===== src/rtl/rnd_pkg.sv =====
// rnd_coord_gen shared types and constants: FSM states, SVGA bounds,
// candidate bit offset and a saturating counter helper.
package rnd_pkg;

    typedef enum logic [1:0] {
        IDLE,
        SAMPLE,
        DONE
    } state_t;

    localparam int SVGA_W  = 800;
    localparam int SVGA_H  = 600;
    localparam int Y_OFS   = 16;
    localparam int TRY_W   = 8;

    function automatic logic [TRY_W-1:0] sat_inc(input logic [TRY_W-1:0] v);
        return (&v) ? v : v + 1'b1;
    endfunction

endpackage


===== src/rtl/rnd_axis_lock.sv =====
// One axis of the coordinate sampler: compare, lock, hold.
// With RND_COORD_FALLBACK_EN an out-of-range candidate can be folded in.
module rnd_axis_lock
    import rnd_pkg::*;
#(
    parameter int W   = 10,
    parameter int MAX = SVGA_W
) (
    input  logic         clk,
    input  logic         rst,
    input  logic         clr,
    input  logic         en,
    input  logic         frc,
    input  logic [W-1:0] cand,
    output logic         ok,
    output logic         ok_nxt,
    output logic [W-1:0] val
);

    localparam logic [W:0] LIM = (W+1)'(MAX);

    logic         hit;
    logic         take;
    logic [W-1:0] nv;

    assign hit = {1'b0, cand} < LIM;

`ifdef RND_COORD_FALLBACK_EN
    // Out-of-range candidates lie in [MAX, 2*MAX), so one subtract folds them.
    assign take = hit | frc;
    assign nv   = hit ? cand : cand - LIM[W-1:0];
`else
    logic unused_frc;
    assign unused_frc = frc;
    assign take       = hit;
    assign nv         = cand;
`endif

    assign ok_nxt = ok | take;

    always_ff @(posedge clk) begin
        if (!rst) begin
            ok  <= 1'b0;
            val <= '0;
        end else if (clr) begin
            ok  <= 1'b0;
        end else if (en && !ok && take) begin
            ok  <= 1'b1;
            val <= nv;
        end
    end

endmodule


===== src/rtl/rnd_coord_gen.sv =====
// Rejection-sampled spawn coordinate generator with valid/ready output.
// Optional try limit with fold-in fallback: RND_COORD_FALLBACK_EN.
module rnd_coord_gen
    import rnd_pkg::*;
#(
    parameter int X_MAX     = SVGA_W,
    parameter int Y_MAX     = SVGA_H,
    parameter int X_W       = 10,
    parameter int Y_W       = 10,
    parameter int MAX_TRIES = 16
) (
    input  logic           clk,
    input  logic           rst,
    input  logic [31:0]    rnd_i,
    input  logic           req_i,
    output logic           busy_o,
    output logic           valid_o,
    input  logic           ready_i,
    output logic [X_W-1:0] x_o,
    output logic [Y_W-1:0] y_o,
    output logic [7:0]     tries_o
);

    localparam logic [8:0] TRY_LIM = 9'(MAX_TRIES);

    state_t     state;
    logic [7:0] try_cnt;
    logic [8:0] cnt_nx;
    logic       at_lim;
    logic       clr;
    logic       en;
    logic       x_ok, x_nxt;
    logic       y_ok, y_nxt;

    assign cnt_nx = {1'b0, try_cnt} + 9'd1;
    assign at_lim = cnt_nx >= TRY_LIM;
    assign clr    = (state == IDLE) && req_i;
    assign en     = (state == SAMPLE);

    rnd_axis_lock #(.W(X_W), .MAX(X_MAX)) u_x (
        .clk    (clk),
        .rst    (rst),
        .clr    (clr),
        .en     (en),
        .frc    (at_lim),
        .cand   (rnd_i[X_W-1:0]),
        .ok     (x_ok),
        .ok_nxt (x_nxt),
        .val    (x_o)
    );

    rnd_axis_lock #(.W(Y_W), .MAX(Y_MAX)) u_y (
        .clk    (clk),
        .rst    (rst),
        .clr    (clr),
        .en     (en),
        .frc    (at_lim),
        .cand   (rnd_i[Y_OFS+Y_W-1:Y_OFS]),
        .ok     (y_ok),
        .ok_nxt (y_nxt),
        .val    (y_o)
    );

    logic unused_ok;
    assign unused_ok = x_ok ^ y_ok;

    always_ff @(posedge clk) begin
        if (!rst) begin
            state   <= IDLE;
            try_cnt <= '0;
            busy_o  <= 1'b0;
            valid_o <= 1'b0;
            tries_o <= '0;
        end else begin
            unique case (state)
                IDLE: begin
                    if (req_i) begin
                        try_cnt <= '0;
                        busy_o  <= 1'b1;
                        state   <= SAMPLE;
                    end
                end
                SAMPLE: begin
                    try_cnt <= sat_inc(try_cnt);
                    if (x_nxt && y_nxt) begin
                        valid_o <= 1'b1;
                        tries_o <= sat_inc(try_cnt);
                        state   <= DONE;
                    end
                end
                DONE: begin
                    if (ready_i) begin
                        valid_o <= 1'b0;
                        busy_o  <= 1'b0;
                        state   <= IDLE;
                    end
                end
                default: state <= IDLE;
            endcase
        end
    end

endmodule


===== config.mk =====
export PLATFORM = sky130hd
export DESIGN_NAME = rnd_coord_gen
export DESIGN_NICKNAME = d
export VERILOG_FILES = /design/src/rtl/rnd_pkg.sv /design/src/rtl/rnd_axis_lock.sv /design/src/rtl/rnd_coord_gen.sv
export SDC_FILE = /design/constraint.sdc
export NUM_CORES = 1
export LEC_CHECK = 0
export CAP_MARGIN = 20
export CORE_MARGIN = 5
export CORE_UTILIZATION = 25
export DETAILED_ROUTE_END_ITERATION = 8
export GPL_ROUTABILITY_DRIVEN = 1
export GPL_TIMING_DRIVEN = 0
export SETUP_SLACK_MARGIN = 0.1
export SKIP_LAST_GASP = 1
export SLEW_MARGIN = 20
export SYNTH_ARGS = -nofsm -noshare
export SYNTH_HDL_FRONTEND = slang
export SYNTH_HIERARCHICAL = 1
export SYNTH_SLANG_ARGS = --single-unit
export TNS_END_PERCENT = 50

===== constraint.sdc =====
create_clock -name clk -period 2.16 [get_ports clk]
set_input_delay 0.432 -clock clk [delete_from_list [all_inputs] [get_ports clk]]
set_output_delay 0.432 -clock clk [all_outputs]
set_load 0.02 [all_outputs]

After elaboration in Yosys (flattened, before gate mapping)
Index checks and enable logic that the tools add are counted.
{ "totals": {"wordCells": 54, "input_bits": 36, "out_inout_bits": 30, "register_bits": 42} }
{ "classes": {"n_reduce_logical": 21, "eq_ne": 5, "n_lt_le_gt_ge": 2, "n_mux": 12, "bitwise": 4, "add_sub_neg": 1} }
{ "op_table": {"columns": ["cell", "n"], "rows": [
  ["less-than comparator 10 bit, second input constant", 2],
  ["two-way mux 8 bit", 2],
  ["one-hot mux 8 bit (2 select lines)", 1],
  ["AND reduction 3 bit", 3],
  ["adder 8 x 1 -> 8 bit, second input constant", 1],
  ["AND reduction 2 bit", 4],
  ["AND reduction 8 bit", 1],
  ["logical AND 1 bit", 6],
  ["two-way mux 2 bit", 3],
  ["!= test 2 bit, second input constant", 3],
  ["one-hot mux 2 bit (3 select lines)", 1],
  ["nonzero test 2 bit", 3],
  ["one-hot mux 1 bit (2 select lines)", 2],
  ["two-way mux 1 bit", 3],
  ["== test 2 x 1 -> 1 bit, second input constant", 1],
  ["== test 2 bit, second input constant", 1],
  ["zero test 1 bit", 2],
  ["zero test 2 bit", 1],
  ["inverter 1 bit", 2],
  ["OR 1 bit", 2],
  ["OR reduction 2 bit", 1]
]} }

Depth between registers and ports, before layout
Gate-level depths: netlist of the first run.
{ "depth": {"ltp_word": 5, "mapped_depth": 8, "mapped_depth_nobuf": 7} }

Modules after synthesis
The synthesis of the first run kept the hierarchy.
{ "by_module_without_submodules": {"columns": ["mod", "cells_per_inst", "area_each_um2", "seq_area_each_um2", "n_inst"], "rows": [
  ["rnd_coord_gen", 121, 1002.2, 400.4, 1],
  ["rnd_axis_lock (u_y)", 54, 490.5, 220.2, 1],
  ["rnd_axis_lock (u_x)", 50, 474.2, 220.2, 1]
]} }

Worst setup path before layout of the first run
Ideal clock, no wire load.
{ "synth_timing": {"path_type": "input-to-reg", "start": "input rnd_i[20]", "end": "register tries_o[6]", "setup_time_ns": 0.069, "t_arrival_ns": 1.718, "t_required_ns": 2.091, "n_path_buf": 1, "path_stages": 8, "setup_slack_ns": 0.373, "path_cell_list": "a21oi_1 > nor2b_2 > o311ai_0 > nand2_1 > nor2_1 > buf_2 > o311ai_0 > o21ai_1"} }
{ "synth_via": {"elab_chain_cells": 4} }
{ "synth_lines": {"columns": ["item", "line", "source"], "rows": [
  ["start: declaration", "rnd_coord_gen.sv:14", "input logic [31:0] rnd_i,"],
  ["less-than comparator 10 bit", "rnd_axis_lock.sv:26", "assign hit = {1'b0, cand} < LIM;"],
  ["OR 1 bit", "rnd_axis_lock.sv:39", "assign ok_nxt = ok | take;"],
  ["net y_nxt", "rnd_coord_gen.sv:33", "logic y_ok, y_nxt;"],
  ["logical AND 1 bit", "rnd_coord_gen.sv:85", "if (x_nxt && y_nxt) begin"],
  ["AND reduction 2 bit (no source line)", null, null],
  ["end signal: assignment", "rnd_coord_gen.sv:87", "tries_o <= sat_inc(try_cnt);"],
  ["end: declaration", "rnd_coord_gen.sv:21", "output logic [7:0] tries_o"]
]} }
The timed path passes the listed nets, and every way through them passes these cells.
A chain may end at the register's enable or synchronous reset.

Worst setup path in the final report of the first run
{ "layout_timing": {"start": "input rnd_i[5]", "end": "register tries_o[6]"} }
{ "layout_via": {"elab_chain_cells": 4} }
{ "layout_lines": {"columns": ["item", "line", "source"], "rows": [
  ["less-than comparator 10 bit", "rnd_axis_lock.sv:26", null],
  ["OR 1 bit", "rnd_axis_lock.sv:39", null],
  ["net x_nxt", "rnd_coord_gen.sv:32", "logic x_ok, x_nxt;"],
  ["logical AND 1 bit", "rnd_coord_gen.sv:85", null],
  ["AND reduction 2 bit (no source line)", null, null]
]} }
The timed path passes the listed nets, and every way through them passes these cells.

==> flow_summary.ini, run 1 <==
[outcome]
outcome = completed

[clock_network]
cts_tree = built
cts_buffers = 5
clk_path_buf_depth = 2
htreeDepth = 2
clkLatencyLatePin_ns = 0.29
clk_pin_slew_worst_paths_ns = 0.08
cts_root_buf = clkbuf_8
clkSinkCount = 42
cts_hold_buf = 0

[sta]
skew_ns = 0.0131
fin_crit_sh = 0.895
setup_tns_ns = 0
hold_violations = 0
slew_violations = 0
max_freq_mhz = 517
finalWorstSetupSlack_ns = 0.227
relSlewSlack = 0.652
worst_pin_slew_ns = 0.519
fin_crit_ns = 1.93
setup_viol = 0
rsz0062_at_grt = true
hold-worst-slack_ns = 0.460

[grt]
gr-total-overflow = 0
grt_pass1_vias = 1786
grt_first_pass_wirelength_microns = 8510
grt_max_degree = 14
grt_antenna_before_repair = 0
grtUsageTotal = 0.105

[synth]
ys_warn_count = 6
syn_area_per_cell_sq_um = 8.76
syn_nets = 261
synthCells = 223
syn_area_sq_um = 1950

[run]
drv_cap = 0

[floorplanning]
die_height_microns = 98.4
initial_utilization = 0.254
core_sq_um = 7690
die_w_microns = 98.4
rows = 32
ios = 66
dieArea_sq_um = 9690

[drt]
firstDrtPassIters = 6
drtIter0Drc = 93
vias_per_cell = 4.62
wire_per_inst_microns = 12.9
routed_wirelength_microns = 4990
vias = 1785
antenna_left = 0
post-route-drc-count = 0

[power]
ir_drop_v = 0.000241
powerDensity_nw_per_um2 = 596
p_leak_uw = 0.000951

[critical_path]
crit_required_ns = 2.38
worstSetupPathType = in2reg
startpoint_type = primary input
end_kind = register
path_max_fanout = 10
cp.arrival_ns = 2.15

[placement]
dp_slack_ns = -0.546
numPlacedInstances = 378
port_buffers = 53
place_congestion = 0.782
dp_hpwl_microns = 3540

[hold_path]
worst_hold_path_type = reg2reg

[cells_and_area]
fin_nets = 322
stdcell_count = 386
drive_gt1_frac = 0.116
layout_common_cells = clkdlybuf4s50_1, nand2_1, dfxtp_1, mux2i_1, a21oi_1
area_delta_synth_final_pct = 40.1
utilization = 0.356
n_fill_cell = 818
layout_commonest_cell = clkdlybuf4s50_1
diodes = 0
## through the flow
step,area (sq um),power [uW]
2_1_floorplan,1950,1010
3_3_place_gp,2610,1150
3_5_place_dp,2610,1150
4_1_cts,2700,1660
5_1_grt,2740,1720
6_report,2740,1630
## power by group
group          switching (uW)  internal [uW]  leakage, uW  total (uW)
registers                23.1            808     0.000341         832
logic                     164            150     0.000573         314
clock network             264            222    0.0000373         486
total                     451           1180     0.000951        1630
## state kept, by name, summed over array words and instances, names as in the netlist
signal and count:
try_cnt 8, u_x/val 10, state 2, tries_o 8
valid_o 1, u_y/ok 1, u_x/ok 1, u_y/val 10
busy_o 1
## path summary, 6_finish.rpt
check / cells after the start / slack (ns) / from / to
hold / removal: 2 / 0.46 / u_y/val[2] / u_y/val[2]
setup reg to reg: 8 / 0.25 / state[1] / u_x/val[5]
setup / recovery: 8 / 0.23 / rnd_i[5] / tries_o[6]
hold reg to reg: 2 / 0.46 / u_y/val[2] / u_y/val[2]
## what timing repair did
action / 4_1_cts / 5_1_grt
gates resized for setup: 3 / 4
endpoints found under the setup margin: 10 / 15
buffers inserted: 0 / 1
## critical path, stage by stage
cell and delay, ns:
clkdlybuf4s50_1 0.46, o31a_2 0.41, nand3b_1 0.14, nand2_1 0.09
nor2_1 0.15, buf_4 0.19, o311ai_0 0.13, o21ai_1 0.14
## layout make-up
class | instances | area, sq um | share of cell area
Clock buffer | 6 | 72.6 | 0.0265
Multi-Input combinational cell | 163 | 1040 | 0.382
Tap cell | 102 | 128 | 0.0466
Timing Repair Buffer | 54 | 551 | 0.201
Inverter | 6 | 22.5 | 0.00823
Sequential cell | 42 | 841 | 0.307
Buffer | 12 | 71.3 | 0.0261
Clock inverter | 1 | 7.51 | 0.00274
## layer usage
metal  track usage  up-vias  share of wire
met1         0.135      825           0.48
met2         0.166       45           0.45
li1              -      909              -
met5             0        -              0
met3        0.0368        6          0.060
met4        0.0284        0          0.011
Note: power is estimated with default switching activity, not from simulation.
==> run 2, diff against run 1 <==
Settings changed: CAP_MARGIN 20 to 30, CTS_BUF_LIST set to sky130_fd_sc_hd__clkbuf_8.
==> run 2 against run 1 <==
Effect of this change:
- sequential share of layout area did not move
- first-iteration DRC count did not move
- via count fell by 0.11%
- largest cell class unchanged
- sequential power barely moved
- global-route usage did not move
==> flow_summary.ini, run 2 (same netlist as run 1, synthesis figures left out) <==
[sta]
hold_violations = 0
fin_crit_ns = 1.93
skew_ns = 0.0131
setup_tns_ns = 0
fin_crit_sh = 0.895
slew_violations = 0
setup_viol = 0
hold-worst-slack_ns = 0.460
rsz0062_at_grt = true
max_freq_mhz = 517
worst_pin_slew_ns = 0.536
relSlewSlack = 0.641

[grt]
grtUsageTotal = 0.105
grt_max_degree = 14
grt_pass1_vias = 1786
grt_first_pass_wirelength_microns = 8510
use_met2 = 0.166
met3_usage = 0.0368
grt_antenna_before_repair = 0
busiest_layer = met2
gr-total-overflow = 0
globalRouteMet1Util = 0.135

[power]
p_clk_frac = 0.296
swShare = 0.277
power_frac_comb = 0.193
intPower_uw = 1180
p_leak_uw = 0.000956
ir_drop_v = 0.000241
powerDensity_nw_per_um2 = 594
seq_power_share = 0.511
p_switching_uw = 451

[drt]
drtIter0Drc = 93
post-route-drc-count = 0
wire_per_inst_microns = 12.9
antenna_left = 0
vias_per_cell = 4.62
firstDrtPassIters = 5
vias = 1783
routed_wirelength_microns = 4980

[hold_path]
worst_hold_path_type = reg2reg

[outcome]
outcome = completed

[clock_network]
htreeDepth = 2
cts_hold_buf = 0
clk_pin_slew_worst_paths_ns = 0.08
cts_buffers = 5
clk_path_buf_depth = 2
cts_root_buf = clkbuf_8
cts_tree = built
clkSinkCount = 42
clkLatencyLatePin_ns = 0.29

[floorplanning]
die_w_microns = 98.4
ios = 66
rows = 32
die_height_microns = 98.4
core_sq_um = 7690
initial_utilization = 0.254
dieArea_sq_um = 9690

[placement]
port_buffers = 53
dp_hpwl_microns = 3540
place_congestion = 0.782

[critical_path]
worst_path_largest_cell_delay_ns = 0.46
cp.arrival_ns = 2.15
slowest_stage = clkdlybuf4s50_1
startpoint_type = primary input
cp_cell_sequence = clkdlybuf4s50_1 > o31a_2 > nand3b_1 > nand2_1 > nor2_1 > buf_4 > o311ai_0 > o21ai_1
crit_required_ns = 2.38
end_kind = register
path_max_fanout = 10
worstSetupPathType = in2reg

[cells_and_area]
n_fill_cell = 818
fin_nets = 322
drive_gt1_frac = 0.116
area_delta_synth_final_pct = 40.1
layout_commonest_cell = clkdlybuf4s50_1
diodes = 0
reg_top3 = u_x/val (10), u_y/val (10)
layout_common_cells = clkdlybuf4s50_1, nand2_1, dfxtp_1, mux2i_1, a21oi_1
multi_input_area_sq_um = 1040
layout.area.seq_sq_um = 841

[run]
drv_cap = 0
==> run 2: cell count changes in the layout (fill, tap and decap cells not counted), sizes merged <==
cell    delta
clkbuf     -1
inv        +1
==> run 2: repair_timing <==
action / CTS / global route
buffers inserted: 0 / 1
setup endpoints to repair: 10 / 15
gates resized for setup: 3 / 4
cloned: 0 / 0
==> run 2: metal layers <==
metal / wire length, microns / share of wire / up-vias
li1: - / - / 910
met1: 2380 / 0.48 / 819
met2: 2240 / 0.45 / 48
met3: 307 / 0.062 / 6
met4: 53 / 0.011 / 0
met5: 0 / 0 / -
==> run 2: power groups by stage <==
stage	Combinational, uW	Clock (uW)	Sequential, uW
3_5_place_dp	304	0	849
6_report	314	481	832
4_1_cts	308	511	832
3_3_place_gp	302	0	849
2_1_floorplan	129	0	881
5_1_grt	344	539	837
==> run 2: cell type report <==
class,instances,share of cell area
repair buffers,54,0.201
clock buffers,5,0.0251
flip-flops and latches,42,0.307
plain buffers,12,0.0261
multi-input cells,163,0.382
well taps,102,0.0466
clock inverters,2,0.00411
inverters,6,0.00823
==> run 2: final timing paths <==
path / end / cells past startpoint / startpoint / slack, ns
worst min register to register: u_y/val[2] / 2 / u_y/val[2] / 0.46
worst max-delay path: tries_o[6] / 8 / rnd_i[5] / 0.23
worst min-delay path: u_y/val[2] / 2 / u_y/val[2] / 0.46
worst max register to register: u_x/val[5] / 8 / state[1] / 0.24
==> run 2: stage by stage <==
step	util	instance area, sq um	power [uW]	setup slack [ns]	instances
2_1_floorplan	-	1950	1010	0.373	223
3_3_place_gp	0.340	2610	1150	-0.595	378
3_5_place_dp	0.340	2610	1150	-0.546	378
4_1_cts	0.352	2700	1650	0.150	385
5_1_grt	0.356	2740	1720	0.0996	386
6_report	0.356	2740	1630	0.226	386
==> run 2: worst max-delay path, delay by kind of cell <==
kind            cells  cell delay, ns
compound gates      3            0.68
buf+inv             2            0.65
simple gates        3            0.38
==> run 3, diff against run 2 <==
Settings changed: CORE_MARGIN 5 to not set.
==> run 3 against run 2 <==
Effect of this change:
- sequential share of layout area fell by 0.60 points
- die area fell by 16%
- sequential power barely moved
- final area rose by 2.1%
- final cell count did not move
- largest power group unchanged
- critical path depth did not move
- first-iteration DRC count fell by 34%
- global-route usage rose by 1.2 points
- register-to-register slack barely moved
- wire length fell by 4.5%
==> flow_summary.ini, run 3 (same netlist as run 1, synthesis figures left out) <==
[run]
drv_cap = 0

[hold_path]
worst_hold_path_type = reg2reg
hold_depth = 2

[clock_network]
htreeDepth = 2
clkSinkCount = 42
clk_path_buf_depth = 2
cts_buffers = 5
cts_hold_buf = 0
clk_pin_slew_worst_paths_ns = 0.08
cts_root_buf = clkbuf_8
clkLatencyLatePin_ns = 0.29
cts_tree = built

[critical_path]
worst_path_largest_cell_delay_ns = 0.46
end_kind = register
cp-endpoint = tries_o[3]
critPathLaunch = rnd_i[5]
startpoint_type = primary input
worstSetupPathType = in2reg
path_max_fanout = 5
rrSetupSlack_ns = 0.25
cp.arrival_ns = 2.18
r2r-end = u_x/val[5]
ff2ff_path_depth = 8
rr_startpoint = state[1]
cp_cell_sequence = clkdlybuf4s50_1 > o31a_2 > nand3b_1 > nand2_2 > nor2_4 > clkdlybuf4s15_2 > o21ai_0 > a21oi_1
slowest_stage = clkdlybuf4s50_1
crit_required_ns = 2.38

[floorplanning]
dieArea_sq_um = 8170
die_height_microns = 90.4
die_w_microns = 90.4
ios = 66
initial_utilization = 0.264
core_sq_um = 7410
rows = 31

[placement]
port_buffers = 53
place_congestion = 0.805
dp_hpwl_microns = 3320

[sta]
fin_crit_sh = 0.905
max_freq_mhz = 512
relSlewSlack = 0.673
setup_viol = 0
hold-worst-slack_ns = 0.460
rsz0062_at_grt = false
fin_crit_ns = 1.95
skew_ns = 0.00615
hold_violations = 0
slew_violations = 0
worst_pin_slew_ns = 0.488

[cells_and_area]
diodes = 0
reg_top3 = u_x/val (10), u_y/val (10)
layout_commonest_cell = clkdlybuf4s50_1
area_delta_synth_final_pct = 43.1
fin_nets = 324
drive_gt1_frac = 0.139
layout_common_cells = clkdlybuf4s50_1, nand2_1, dfxtp_1, mux2i_1, a21oi_1
n_fill_cell = 759

[grt]
grt_antenna_before_repair = 0
grtUsageTotal = 0.117
grt_max_degree = 14
grt_first_pass_wirelength_microns = 7750
grt_pass1_vias = 1658
gr-total-overflow = 0

[power]
seq_power_share = 0.470
p_leak_uw = 0.000983
swShare = 0.262
p_switching_uw = 464
powerDensity_nw_per_um2 = 632
ir_drop_v = 0.000249
p_clk_frac = 0.348
intPower_uw = 1300
power_frac_comb = 0.182
finalPower_uw = 1770

[drt]
vias_per_cell = 4.60
antenna_left = 0
firstDrtPassIters = 4
post-route-drc-count = 0
routed_wirelength_microns = 4760
drtIter0Drc = 61
wire_per_inst_microns = 12.3
vias = 1777

[outcome]
outcome = completed
run 3: cell types whose count changed in the layout (fill, tap and decap cells not counted), sizes merged:
cell / change
bufinv: +1
clkbuf: +1
clkdlybuf4s15: +1
clkinv: +2
clkinvlp: -1
inv: -1
run 3: metal layers:
layer  vias to the layer above  global-route usage  part of all wire
met5                         -                   0                 0
met4                         0              0.0323            0.0076
met3                         4              0.0370             0.061
met2                        55               0.181              0.44
met1                       795               0.155              0.49
li1                        923                   -                 -
run 3: how the worst min path moves through the flow:
stage	from	endpoint	slack, ns
floorplan	u_y/ok	u_y/ok	0.47
global placement	u_y/val[7]	u_y/val[7]	0.45
detailed placement	u_y/val[4]	u_y/val[4]	0.45
CTS	u_y/val[4]	u_y/val[4]	0.46
global route	u_y/val[4]	u_y/val[4]	0.48
finish	u_y/val[4]	u_y/val[4]	0.46
run 3: cell type report:
class	instances	area, sq um	area share
plain buffers	12	75.1	0.0268
clock inverters	3	40.0	0.0143
well taps	99	124	0.0443
inverters	6	22.5	0.00805
multi-input cells	163	1050	0.377
flip-flops and latches	42	842	0.301
clock buffers	5	68.8	0.0246
repair buffers	56	569	0.204
run 3: critical path: cells and delay by family:
family                 cells  cell delay [ns]
AOI/OAI and AO/OA          3             0.63
and+or+nand+nor            3             0.39
buffers and inverters      2             0.72
run 3: repair_timing:
| action | CTS | global route |
|---|---|---|
| setup endpoints to repair | 10 | 17 |
| resized for setup | 3 | 8 |
| setup buffers | 0 | 2 |
| cloned | 0 | 1 |
| pin swaps | 0 | 0 |
run 3: stage by stage:
stage	setup slack, ns	util	TNS [ns]	cells	area [sq um]
detailed placement	-0.531	0.352	-5.08	375	2610
finish	0.206	0.377	0	386	2800
global placement	-0.568	0.352	-5.33	375	2610
CTS	0.144	0.368	0	383	2730
floorplan	0.373	-	0	223	1950
global route	0.106	0.377	0	386	2800
run 3: power groups by stage:
stage | Sequential (uW) | Clock [uW] | Combinational, uW
6_report | 832 | 615 | 322
5_1_grt | 837 | 673 | 349
4_1_cts | 832 | 642 | 306
3_5_place_dp | 849 | 0 | 302
3_3_place_gp | 850 | 0 | 300
2_1_floorplan | 881 | 0 | 129
==> RTL edit, RTL diff (config.mk and constraints of run 3) <==
`X_W`: 10 -> 8.
--- a/src/rtl/rnd_coord_gen.sv
+++ b/src/rtl/rnd_coord_gen.sv
@@ -5,7 +5,7 @@
 #(
     parameter int X_MAX     = SVGA_W,
     parameter int Y_MAX     = SVGA_H,
-    parameter int X_W       = 10,
+    parameter int X_W       = 8,
     parameter int Y_W       = 10,
     parameter int MAX_TRIES = 16
 ) (
Interface: changed (resized x_o); port bits go from 66 to 64. The function was not compared with the original's and may differ.
==> RTL edit against run 3 <==
  * Sequential cell count shrank 2
  * Critical path type unchanged
  * Setup slack improved by 20 ps
  * Synthesized area decreased by 4.7%
  * Routed wire length fell by 2.6%
  * Highest routed layer unchanged
  * Design area fell by 6.8%
  * Power is 11% lower
  * Global-route usage up 0.41 points
  * Die area shrank 4.6%
==> RTL edit: results (changes against run 3) <==
* First-pass GRT wire length at 7314 um (-5.6%)
* Worst IR Drop VDD at 191.5 uV (-23%)
* Final instance area at 2605 um^2 (-6.8%)
* Share of post-route cells with drive strength above 1 at 0.1287 (-0.01070)
* Non-filler cells, final at 371 (-3.9%)
* WL/cell at 12.49 um (+1.4%)
* Sw frac at 0.2825 (+0.02021)
* Worst r2r src: state[0]
* Actual slew at the worst max-slew pin at 499.0 ps (+11.30 ps)
* FF-to-FF path depth at 7 (-1)
* Vias per cell at 4.633 (+0.65%)
* Port bufs at 49 (-7.5%)
* Worst R2R Setup Slack at 470 ps (+220 ps)
* Post-Synthesis Net Count at 252 (-3.4%)
* Cells after DPL at 362 (-3.5%)
* GRT Total Usage at 0.1207 (+0.004119)
* Status: finished, final reports clean
* Post-DP Area at 2476 um^2 (-5.1%)
* Leakage power at 0.0009251 uW (-5.9%)
* Worst r2r dst: u_y/val[7]
* Hold WS at 459.2 ps (-0.4650 ps)
* Routability Congestion at 0.7960 (-1.2%)
* Hold Path Sink: u_y/val[6]
* Nets@finish at 309 (-4.6%)
* Initial DRC Count at 63 (+3.3%)
* Slowest Stage Delay on Critical Path at 420 ps (-40 ps)
* Dpl hpwl at 3299 um (-0.65%)
* Vias in the first global route at 1534 (-7.5%)
* Fillcell total at 774 (+2.0%)
-- RTL edit: layout make-up --
type	instances	area share
multi-input combinational	155	0.3751
sequential	40	0.3074
timing repair buffer	50	0.1926
tap	99	0.04755
buffer	13	0.03506
clock buffer	5	0.02642
inverter	6	0.008646
clock inverter	3	0.007205
-- RTL edit: what timing repair did --
| action | CTS | global route |
|---|---|---|
| endpoints found under the setup margin | 7 | 7 |
| cloned | 0 | 1 |
| pin swaps | 0 | 0 |
| gates resized for setup | 2 | 6 |
-- RTL edit: power groups by stage --
stage	clock network, uW	registers [uW]	logic, uW
after floorplan	0	834	120
after global placement	0	806	269
after detailed placement	0	808	271
after CTS	524	791	274
after global routing	550	795	304
final	502	791	280
-- RTL edit: per-stage QoR --
| step | setup slack [ps] | setup TNS, ps |
|---|---|---|
| 3_3_place_gp | -376.1 | -2534 |
| 2_1_floorplan | 373.3 | 0 |
| 4_1_cts | 192.6 | 0 |
| 6_report | 225.6 | 0 |
| 5_1_grt | 131.5 | 0 |
| 3_5_place_dp | -348.5 | -2308 |
-- RTL edit: worst max-delay path by stage --
stage	from	to	slack [ps]	depth (start not counted)
final	rnd_i[20]	tries_o[0]	230	9
after CTS	rnd_i[20]	tries_o[6]	190	9
after detailed placement	rnd_i[20]	tries_o[6]	-350	9
after global routing	rnd_i[20]	tries_o[1]	130	9
after floorplan	rnd_i[20]	tries_o[6]	370	8
after global placement	rnd_i[20]	tries_o[6]	-380	9
-- RTL edit: layer usage --
layer	vias up	track usage	routed length [um]
li1	862	-	-
met1	822	0.1531	2222
met2	31	0.1972	2155
met3	4	0.02892	211
met4	0	0.04839	44
met5	-	0	0
